**config.mk**
```make
export PLATFORM = sky130hd
export DESIGN_NAME = loom_axil_req_engine
export DESIGN_NICKNAME = d
export VERILOG_FILES = /design/src/rtl/loom_axil_req_engine.sv
export SDC_FILE = /design/constraint.sdc
export NUM_CORES = 1
export LEC_CHECK = 0
export CORE_UTILIZATION = 40
export CTS_CLUSTER_DIAMETER = 50
export DETAILED_ROUTE_END_ITERATION = 10
export GPL_TIMING_DRIVEN = 1
export PLACE_DENSITY = 0.76
export RECOVER_POWER = 25
export SYNTH_ARGS = -nofsm -noshare
export SYNTH_HDL_FRONTEND = slang
export SYNTH_SLANG_ARGS = --single-unit
```
**constraint.sdc**
```tcl
create_clock -name clk_i -period 2.15 [get_ports clk_i]
set_input_delay 0.215 -clock clk_i [delete_from_list [all_inputs] [get_ports clk_i]]
set_output_delay 0.215 -clock clk_i [all_outputs]
set_load 0.005 [all_outputs]
```
**src/rtl/loom_axil_req_engine.sv**
```systemverilog
// ---------------------------------------------------------------------------
// loom_axil_req_engine
//
// Turns host requests (valid/ready) into AXI-Lite reads or writes, with up to
// MAX_OUTSTANDING transactions in flight. It returns a tagged response for
// each request, in request order. It also collects interrupt rising edges
// into a handshaked event port, and provides a drain handshake for shutdown.
//
// Ports
//   clk_i, rst_ni             clock, asynchronous active-low reset
//   req_*                     host request: write flag, addr, wdata, wstrb, id
//   rsp_*                     registered response: write flag, data, resp, id
//   m_axil_ar/r/aw/w/b*       AXI-Lite master channels
//   irq_i                     level interrupts
//   irq_valid_o/ready_i/bits  accumulated rising-edge event port
//   drain_req_i/drain_done_o  stop accepting, flush, then report done (sticky)
//   outstanding_o             accepted but not yet answered transactions
// ---------------------------------------------------------------------------
module loom_axil_req_engine #(
    parameter int ADDR_WIDTH      = 20,
    parameter int DATA_WIDTH      = 32,
    parameter int ID_WIDTH        = 8,
    parameter int MAX_OUTSTANDING = 4,
    parameter int N_IRQ           = 16,
    localparam int STRB_WIDTH     = DATA_WIDTH / 8,
    localparam int CNT_WIDTH      = $clog2(MAX_OUTSTANDING + 1)
) (
    input  logic                  clk_i,
    input  logic                  rst_ni,
    // host request
    input  logic                  req_valid_i,
    output logic                  req_ready_o,
    input  logic                  req_write_i,
    input  logic [ADDR_WIDTH-1:0] req_addr_i,
    input  logic [DATA_WIDTH-1:0] req_wdata_i,
    input  logic [STRB_WIDTH-1:0] req_wstrb_i,
    input  logic [ID_WIDTH-1:0]   req_id_i,
    // host response
    output logic                  rsp_valid_o,
    input  logic                  rsp_ready_i,
    output logic                  rsp_write_o,
    output logic [DATA_WIDTH-1:0] rsp_data_o,
    output logic [1:0]            rsp_resp_o,
    output logic [ID_WIDTH-1:0]   rsp_id_o,
    // AXI-Lite read address / data
    output logic [ADDR_WIDTH-1:0] m_axil_araddr_o,
    output logic                  m_axil_arvalid_o,
    input  logic                  m_axil_arready_i,
    input  logic [DATA_WIDTH-1:0] m_axil_rdata_i,
    input  logic [1:0]            m_axil_rresp_i,
    input  logic                  m_axil_rvalid_i,
    output logic                  m_axil_rready_o,
    // AXI-Lite write address / data / response
    output logic [ADDR_WIDTH-1:0] m_axil_awaddr_o,
    output logic                  m_axil_awvalid_o,
    input  logic                  m_axil_awready_i,
    output logic [DATA_WIDTH-1:0] m_axil_wdata_o,
    output logic [STRB_WIDTH-1:0] m_axil_wstrb_o,
    output logic                  m_axil_wvalid_o,
    input  logic                  m_axil_wready_i,
    input  logic [1:0]            m_axil_bresp_i,
    input  logic                  m_axil_bvalid_i,
    output logic                  m_axil_bready_o,
    // interrupts
    input  logic [N_IRQ-1:0]      irq_i,
    output logic                  irq_valid_o,
    input  logic                  irq_ready_i,
    output logic [N_IRQ-1:0]      irq_bits_o,
    // drain
    input  logic                  drain_req_i,
    output logic                  drain_done_o,
    output logic [CNT_WIDTH-1:0]  outstanding_o
);

    localparam int PTR_WIDTH = (MAX_OUTSTANDING > 1) ? $clog2(MAX_OUTSTANDING) : 1;

    typedef enum logic {
        MODE_READ  = 1'b0,
        MODE_WRITE = 1'b1
    } mode_e;

    // -----------------------------------------------------------------------
    // State
    // -----------------------------------------------------------------------
    mode_e                  mode_q;
    logic                   live_q;       // low only in the cycle(s) of reset
    logic                   drain_q;
    logic                   drain_done_q;
    logic [CNT_WIDTH-1:0]   outstanding_q;
    logic [PTR_WIDTH-1:0]   wr_ptr_q;
    logic [PTR_WIDTH-1:0]   rd_ptr_q;
    logic [ID_WIDTH:0]      fifo_mem [MAX_OUTSTANDING];   // {write, id}

    logic [ADDR_WIDTH-1:0]  araddr_q;
    logic                   arvalid_q;
    logic [ADDR_WIDTH-1:0]  awaddr_q;
    logic                   awvalid_q;
    logic [DATA_WIDTH-1:0]  wdata_q;
    logic [STRB_WIDTH-1:0]  wstrb_q;
    logic                   wvalid_q;

    logic                   rsp_valid_q;
    logic                   rsp_write_q;
    logic [DATA_WIDTH-1:0]  rsp_data_q;
    logic [1:0]             rsp_resp_q;
    logic [ID_WIDTH-1:0]    rsp_id_q;

    logic [N_IRQ-1:0]       irq_prev_q;
    logic [N_IRQ-1:0]       pending_q;

    // -----------------------------------------------------------------------
    // Combinational control
    // -----------------------------------------------------------------------
    logic                   read_slot_empty;
    logic                   write_slot_empty;
    logic                   slot_empty;
    logic                   dir_ok;
    logic                   accept;
    logic                   have_inflight;
    logic                   rsp_free;
    logic                   r_done;
    logic                   b_done;
    logic                   complete;
    logic [ID_WIDTH:0]      fifo_head;
    logic                   irq_clear;
    logic                   drain_cond;

    assign read_slot_empty  = !arvalid_q;
    assign write_slot_empty = !awvalid_q && !wvalid_q;
    assign slot_empty       = req_write_i ? write_slot_empty : read_slot_empty;
    // A direction change is only allowed once everything in flight has
    // answered; this is what keeps responses in request order.
    assign dir_ok           = (outstanding_q == '0) || (req_write_i == (mode_q == MODE_WRITE));
    assign req_ready_o      = live_q && !drain_q && slot_empty && dir_ok
                           && (outstanding_q < CNT_WIDTH'(MAX_OUTSTANDING));
    assign accept           = req_valid_i && req_ready_o;

    // Never take a beat that has no matching tag in the FIFO.
    assign have_inflight    = (outstanding_q != '0);
    assign rsp_free         = !rsp_valid_q || rsp_ready_i;
    assign m_axil_rready_o  = have_inflight && (mode_q == MODE_READ)  && rsp_free;
    assign m_axil_bready_o  = have_inflight && (mode_q == MODE_WRITE) && rsp_free;
    assign r_done           = m_axil_rvalid_i && m_axil_rready_o;
    assign b_done           = m_axil_bvalid_i && m_axil_bready_o;
    assign complete         = r_done || b_done;
    assign fifo_head        = fifo_mem[rd_ptr_q];

    assign irq_clear        = irq_valid_o && irq_ready_i;
    assign drain_cond       = drain_q && (outstanding_q == '0) && read_slot_empty
                           && write_slot_empty && !rsp_valid_q;

    function automatic logic [PTR_WIDTH-1:0] ptr_inc(input logic [PTR_WIDTH-1:0] p);
        return (p == PTR_WIDTH'(MAX_OUTSTANDING - 1)) ? '0 : p + PTR_WIDTH'(1);
    endfunction

    // -----------------------------------------------------------------------
    // Tag FIFO storage (pointers live in the reset domain below)
    // -----------------------------------------------------------------------
    always_ff @(posedge clk_i) begin
        if (accept) begin
            fifo_mem[wr_ptr_q] <= {req_write_i, req_id_i};
        end
    end

    // -----------------------------------------------------------------------
    // Main sequential logic
    // -----------------------------------------------------------------------
    always_ff @(posedge clk_i or negedge rst_ni) begin
        if (!rst_ni) begin
            mode_q        <= MODE_READ;
            live_q        <= 1'b0;
            drain_q       <= 1'b0;
            drain_done_q  <= 1'b0;
            outstanding_q <= '0;
            wr_ptr_q      <= '0;
            rd_ptr_q      <= '0;
            araddr_q      <= '0;
            arvalid_q     <= 1'b0;
            awaddr_q      <= '0;
            awvalid_q     <= 1'b0;
            wdata_q       <= '0;
            wstrb_q       <= '0;
            wvalid_q      <= 1'b0;
            rsp_valid_q   <= 1'b0;
            rsp_write_q   <= 1'b0;
            rsp_data_q    <= '0;
            rsp_resp_q    <= '0;
            rsp_id_q      <= '0;
            irq_prev_q    <= '0;
            pending_q     <= '0;
        end else begin
            live_q <= 1'b1;

            // Request acceptance
            if (accept) begin
                mode_q   <= req_write_i ? MODE_WRITE : MODE_READ;
                wr_ptr_q <= ptr_inc(wr_ptr_q);
            end

            // Read address channel: slot is free again once AR handshakes
            if (accept && !req_write_i) begin
                arvalid_q <= 1'b1;
                araddr_q  <= req_addr_i;
            end else if (m_axil_arready_i) begin
                arvalid_q <= 1'b0;
            end

            // Write address and data channels complete independently
            if (accept && req_write_i) begin
                awvalid_q <= 1'b1;
                awaddr_q  <= req_addr_i;
                wvalid_q  <= 1'b1;
                wdata_q   <= req_wdata_i;
                wstrb_q   <= req_wstrb_i;
            end else begin
                if (m_axil_awready_i) awvalid_q <= 1'b0;
                if (m_axil_wready_i)  wvalid_q  <= 1'b0;
            end

            // In-flight count; simultaneous accept and completion cancel out
            case ({accept, complete})
                2'b10:   outstanding_q <= outstanding_q + CNT_WIDTH'(1);
                2'b01:   outstanding_q <= outstanding_q - CNT_WIDTH'(1);
                default: outstanding_q <= outstanding_q;
            endcase

            // Response register: a new beat may replace one consumed this cycle
            if (complete) begin
                rd_ptr_q    <= ptr_inc(rd_ptr_q);
                rsp_valid_q <= 1'b1;
                rsp_write_q <= fifo_head[ID_WIDTH];
                rsp_id_q    <= fifo_head[ID_WIDTH-1:0];
                rsp_data_q  <= r_done ? m_axil_rdata_i : '0;
                rsp_resp_q  <= r_done ? m_axil_rresp_i : m_axil_bresp_i;
            end else if (rsp_ready_i) begin
                rsp_valid_q <= 1'b0;
            end

            // IRQ edges: a clear only removes what was presented, so edges
            // landing in the clear cycle are kept.
            irq_prev_q <= irq_i;
            pending_q  <= (pending_q & ~(irq_clear ? pending_q : '0)) | (irq_i & ~irq_prev_q);

            // Drain
            drain_q      <= drain_q | drain_req_i;
            drain_done_q <= drain_done_q | drain_cond;
        end
    end

    // -----------------------------------------------------------------------
    // Outputs
    // -----------------------------------------------------------------------
    assign m_axil_araddr_o  = araddr_q;
    assign m_axil_arvalid_o = arvalid_q;
    assign m_axil_awaddr_o  = awaddr_q;
    assign m_axil_awvalid_o = awvalid_q;
    assign m_axil_wdata_o   = wdata_q;
    assign m_axil_wstrb_o   = wstrb_q;
    assign m_axil_wvalid_o  = wvalid_q;

    assign rsp_valid_o      = rsp_valid_q;
    assign rsp_write_o      = rsp_write_q;
    assign rsp_data_o       = rsp_data_q;
    assign rsp_resp_o       = rsp_resp_q;
    assign rsp_id_o         = rsp_id_q;

    assign irq_valid_o      = |pending_q;
    assign irq_bits_o       = pending_q;

    assign drain_done_o     = drain_done_q | drain_cond;
    assign outstanding_o    = outstanding_q;

    // A response beat with nothing in flight means the slave is misbehaving.
    a_no_orphan_rsp: assert property (@(posedge clk_i) disable iff (!rst_ni)
        !((m_axil_rvalid_i || m_axil_bvalid_i) && (outstanding_q == '0)));

endmodule
```
# After elaboration in Yosys (flattened, before gate mapping)
# Memories as Yosys holds them, arrays and structs flattened. A register that Yosys moved wholly into a read port is not among the register bits.
# Index checks and enable logic that the tools add are counted.
[classes]
n_addsub = 4
magnitude_cmp = 1
eq_ne = 5
muxes = 18
bitwise = 8
n_reduce_logical = 37
[ops]
columns = ["operator", "count"]
rows = [
  ["$and A16 B16 Y16", 2],
  ["$mux W32", 1],
  ["$not A16 Y16", 2],
  ["$logic_and A1 B1 Y1", 19],
  ["$mux W16", 1],
  ["$or A16 B16 Y16", 1],
  ["$reduce_or A16 Y1", 1],
  ["$mux W1", 12],
  ["$reduce_bool A2 Y1", 5],
  ["$logic_not A1 Y1", 7],
  ["$eq A2 B2 Y1 const B", 3],
  ["$mux W2", 3],
  ["$pmux W3 S2", 1],
  ["$add A2 B1 Y2 const B", 2],
  ["$add A3 B1 Y3 const B", 1],
  ["$logic_not A3 Y1", 1],
  ["$logic_or A1 B1 Y1", 3],
  ["$lt A3 B3 Y1 const B", 1],
  ["$reduce_bool A3 Y1", 1],
  ["$sub A3 B1 Y3 const B", 1],
  ["$eq A2 B1 Y1 const B", 1],
  ["$or A1 B1 Y1", 2],
  ["$eq A1 B1 Y1", 1],
  ["$not A1 Y1", 1],
]
[totals]
regBits = 157
mem_bits_rw = 36
in_bits = 128
elab_cells = 93
n_memories = 1
[mem_list]
columns = ["name", "depth", "word_bits", "rd", "rd_ports_with_merged_regs", "write_ports", "line_no", "text"]
rows = [
  ["fifo_mem", 4, 9, 1, 1, 1, "92", "logic [ID_WIDTH:0] fifo_mem [MAX_OUTSTANDING];"],
]

# Depth between registers and ports, before layout
[logic_depth]
ltp_word = 9
mapped_depth = 12
ltp_nobuf = 10

# Least setup slack after synthesis
# Ideal clock, no wire load.
[synth_timing]
path_kind = "flip-flop to flip-flop"
from = "reg outstanding_q[0], in the netlist outstanding_o[0]"
to = "reg outstanding_q[2], in the netlist outstanding_o[2]"
arrival_time_ns = 2.180
required_ns = 2.020
setup_slack_ns = -0.160
path_stages_with_launch = 12
n_path_buf = 2
path_cell_list = "dfrtp_1 -> or3_1 -> nand3_1 -> buf_2 -> buf_1 -> inv_1 -> ha_1 -> inv_1 -> fa_1 -> xor2_1 -> nor2_1 -> xor2_1"
[synth_between]
elab_chain_len = 7
word_cells_on_any_way = 20
classes_between = "add/sub (2); order compare (1); eq/ne (2); mux (1); reduce/logical (14)"
[synth_rtl]
columns = ["element", "line_no", "text"]
rows = [
  ["from (decl)", "89", "logic [CNT_WIDTH-1:0] outstanding_q;"],
  ["from (signal assigned)", "222", "2'b10: outstanding_q <= outstanding_q + CNT_WIDTH'(1);"],
  ["from (signal assigned)", "223", "2'b01: outstanding_q <= outstanding_q - CNT_WIDTH'(1);"],
  ["from (signal assigned)", "224", "default: outstanding_q <= outstanding_q;"],
  ["$reduce_bool A3 Y1 (*)", "139", "assign have_inflight = (outstanding_q != '0);"],
  ["$logic_and A1 B1 Y1, on equally long branches (2 in a row)", "141, 142", ""],
  ["$logic_and A1 B1 Y1, on equally long branches", "143, 144", ""],
  ["$logic_or A1 B1 Y1 (*)", "145", "assign complete = r_done || b_done;"],
  ["via complete", "123", "logic complete;"],
  ["$eq A2 B1 Y1 or $eq A2 B2 Y1 (tied branches)", "221", "case ({accept, complete})"],
  ["$pmux W3 S2 or $reduce_bool A2 Y1 (tied branches)", "-", ""],
]
# Mark *: on every way through the listed nets, which the timed path passes. The rest lies on a longest branch.
# A chain may end at the register's enable or synchronous reset.

# Worst setup path in the final report
[layout_timing]
from = "reg outstanding_q[2], in the netlist outstanding_o[2]"
to = "out m_axil_bready_o"
[layout_between]
elab_chain_len = 3
[layout_rtl]
columns = ["element", "line_no", "text"]
rows = [
  ["$reduce_bool A3 Y1", "139", ""],
  ["$logic_and A1 B1 Y1 (2 in a row)", "142", "assign m_axil_bready_o = have_inflight && (mode_q == MODE_WRITE) && rsp_free;"],
  ["to (decl)", "63", "output logic m_axil_bready_o,"],
]
# Every way passes these cells.

==> impl_metrics.toml <==
[worst_setup_path]
crit_slowest_cell = "dfrtp_2"
crit_family = "simple AND/OR/NAND/NOR gates"
r2r_cells = 10
rrSetupSlack_ns = 0.10
path_class = "reg2out"
required_ns = 1.93
path_buf_inv = 2
crit_fanout = 4
worstPathArrival_ns = 1.88
r2r_end = "outstanding_o[2]"
end_kind = "output pin"
cp_cell_sequence = "buf_4 > or3_4 > and3_1 > dlygate4sd2_1"
slowest_delay_ns = 0.46
critPathLaunchType = "flop"
r2r_start = "mode_q"

[clock_network]
root_buffer = "clkbuf_16"
cts_buffers = 22
cts_tree = "yes"
clk_latency_ns = 0.49
cts.clk_slew.worst_paths_ns = 0.06
cts.path.max_buffers = 3
cts.sinks = 202
h-tree-depth = 1

[layout]
area_delta_synth_final_pct = 52.8
nets = 891
final-instance-count-excl-fill = 1001
drive_gt1_share_pct = 20.3
regArea_sq_um = 5240
fillers = 1307
multi_input_area_sq_um = 2160
finalInstanceArea_sq_um = 11500
antenna_cells = 0

[sta]
maxSlewViolCount = 0
fin_crit_ns = 2.10
max_freq_mhz = 476
hold_violations = 0
worst_slew_pin_slew_ns = 1.04
min_period_over_period_pct = 97.6
slew_headroom_pct = 31.0
worst_slack_ns = 0.0509
fin_skew_ns = 0.0106
rsz0062_at_grt = "yes"
final-setup-viol-count = 0
fin_hold_ws_ns = 0.295

[detailed_routing]
firstDrtPassIters = 4
first_iter_violations = 130
drt.antenna.violating_nets = 0
wl_microns = 18100
vias = 4982
route.detailed.drc = 0
routedWlPerCell_microns = 18.0
vias_per_cell = 4.98

[yosys]
synthesis.nets = 588
ys.warnings.count = 0
synth_cell_type_count = 41
netlist_instances = 453
ys_seq_elements = 202
syn_avg_cell_area_sq_um = 16.7
synth_area_sq_um = 7550
ys_seq_area_share_pct = 69.4

[pwr]
p_leak_nw = 5.06
pwr-share-clk_pct = 32.5
p_comb_share_pct = 23.3
p_seq_share_pct = 44.2
ir_drop_mv = 0.712
p_int_mw = 8.29
power_density_nw_per_um2 = 953
switching_power_mw = 2.70
sw_frac_of_total_pct = 24.6

[floorplan]
fp.dieArea_sq_um = 19400
initial_core_util_pct = 41.4
die_h_microns = 139
die_x_microns = 139
placement_rows = 49
fp.coreArea_sq_um = 18200
io_pins = 275

[min_path]
min_from = "drain_req_i"
min_path_type = "in2reg"
min_path_cells = 2
min_to = "drain_q"

[global_route]
grt_pass1_vias = 5529
grt_max_degree = 76
overflow = 0
antenna_found_initial = 0
grt_use_total_pct = 18.8
grt_first_pass_wirelength_microns = 29000

[place]
place_inst = 954
dpl_cell_area_sq_um = 10700
gp_congestion = 0.786
hpwl_microns = 12900
place.port_buffers = 274
place_ws_ns = -0.178

[job]
drv_cap = 0

[status]
status = "finished clean"
==> how the worst max path moves through the flow <==
stage | end | slack (ns) | startpoint | depth (start not counted)
floorplan | outstanding_o[2] | 0.02 | outstanding_o[0] | 10
global placement | m_axil_awaddr_o[16] | -0.14 | req_write_i | 7
detailed placement | m_axil_awaddr_o[11] | -0.18 | req_write_i | 7
CTS | m_axil_rready_o | 0.004 | outstanding_o[2] | 4
global route | outstanding_o[2] | -0.07 | mode_q | 10
finish | m_axil_bready_o | 0.05 | outstanding_o[2] | 4
==> stage by stage <==
| step | setup TNS, ns | total power, mW | util, % |
|---|---|---|---|
| global placement | -6.47 | 7.36 | 59.0 |
| CTS | 0 | 11.1 | 62.9 |
| finish | 0 | 11.0 | 63.3 |
| global route | -0.0824 | 11.5 | 63.3 |
| floorplan | 0 | 5.83 | - |
| detailed placement | -8.72 | 7.47 | 59.0 |
==> cells in the mapped netlist (all sizes together) <==
cell / n / share of area [%]
a21o: 2 / 0.20
a21oi: 2 / 0.13
a22o: 48 / 5.6
a31o: 1 / 0.12
and2: 4 / 0.33
and3: 1 / 0.083
buf: 16 / 1.3
clkbuf: 4 / 0.20
conb: 1 / 0.050
dfrtp: 166 / 55
edfxtp: 36 / 14
fa: 1 / 0.27
ha: 6 / 0.99
inv: 27 / 1.3
mux2: 93 / 14
mux2i: 1 / 0.13
mux4: 9 / 2.7
nand2: 4 / 0.20
nand2b: 3 / 0.25
nand3: 1 / 0.066
nand4: 1 / 0.083
nor2: 4 / 0.20
nor2b: 1 / 0.083
nor3: 4 / 0.63
nor3b: 2 / 0.27
nor4: 4 / 0.33
o2111ai: 1 / 0.20
o211ai: 1 / 0.10
o22a: 1 / 0.12
o22ai: 1 / 0.083
or2: 2 / 0.17
or3: 1 / 0.083
xnor2: 2 / 0.23
xor2: 2 / 0.23
==> layer usage <==
layer | vias to the layer above | global-route usage [%] | share of wire [%]
met1 | 2491 | 21.9 | 39
met2 | 199 | 32.8 | 50
met5 | - | 0 | 0
met3 | 42 | 4.92 | 7.1
li1 | 2250 | - | -
met4 | 0 | 8.19 | 3.5
==> layout by cell type (no fill, tap or decap), drive strengths merged, types with 2 or more instances in the layout <==
cell type / count
a21o: 2
a21oi: 2
a22o: 48
and2: 4
buf: 22
clkbuf: 37
clkdlybuf4s50: 244
clkinv: 4
clkinvlp: 2
dfrtp: 166
dlygate4sd2: 2
dlygate4sd3: 26
edfxtp: 36
ha: 6
inv: 27
mux2: 93
mux4: 9
nand2: 4
nand2b: 3
nor2: 4
nor3: 4
nor3b: 2
nor4: 4
or2: 2
xnor2: 2
xor2: 2
==> repair_timing <==
action	in CTS	in global routing
endpoints found under the setup margin	5	42
hold buffers	1	0
gates resized for setup	6	9
gates cloned	0	1
pin swaps	2	2
buffers inserted	1	4
endpoints found under the hold margin	37	0
==> flip-flops by register name (all words and copies together), names as in the netlist, 2 cells and up <==
register,cells
fifo_mem,36
m_axil_wdata_o,32
rsp_data_o,32
m_axil_araddr_o,20
m_axil_awaddr_o,20
irq_bits_o,16
irq_prev_q,16
rsp_id_o,8
m_axil_wstrb_o,4
outstanding_o,3
rd_ptr_q,2
rsp_resp_o,2
wr_ptr_q,2
==> worst reg2reg max path, delay by kind of cell (launching register included) <==
family	cells	cell delay (ns)
xor+xnor	3	0.48
buf+inv	2	0.13
flops	1	0.46
simple gates	1	0.11
compound gates	2	0.26
fa+ha+maj	2	0.55
==> power by group through the flow <==
stage / Sequential [mW] / Combinational (mW) / Clock [mW]
6_report: 4.86 / 2.56 / 3.57
3_5_place_dp: 4.92 / 2.55 / 0
3_3_place_gp: 4.88 / 2.48 / 0
5_1_grt: 4.93 / 2.75 / 3.84
2_1_floorplan: 4.83 / 1.01 / 0
4_1_cts: 4.86 / 2.57 / 3.68
==> cells by family after synthesis <==
| logic type | share of synthesized area [%] |
|---|---|
| AO/OA/AOI/OAI | 6.52 |
| multiplexers | 16.7 |
| flip-flops | 69.4 |
| XOR/XNOR | 0.464 |
| other | 0.0497 |
| AND/OR/NAND/NOR | 2.77 |
| adder cells (fa/ha/maj) | 1.26 |
| buffers and inverters | 2.88 |
==> cell type report <==
type | count | share of cell area (%)
clock buffers | 33 | 5.49
clock inverters | 7 | 0.543
inverters | 27 | 0.879
multi-input cells | 204 | 18.7
flip-flops and latches | 202 | 45.4
well taps | 229 | 2.49
repair buffers | 299 | 26.4
Note: power is estimated with default switching activity, not from simulation.
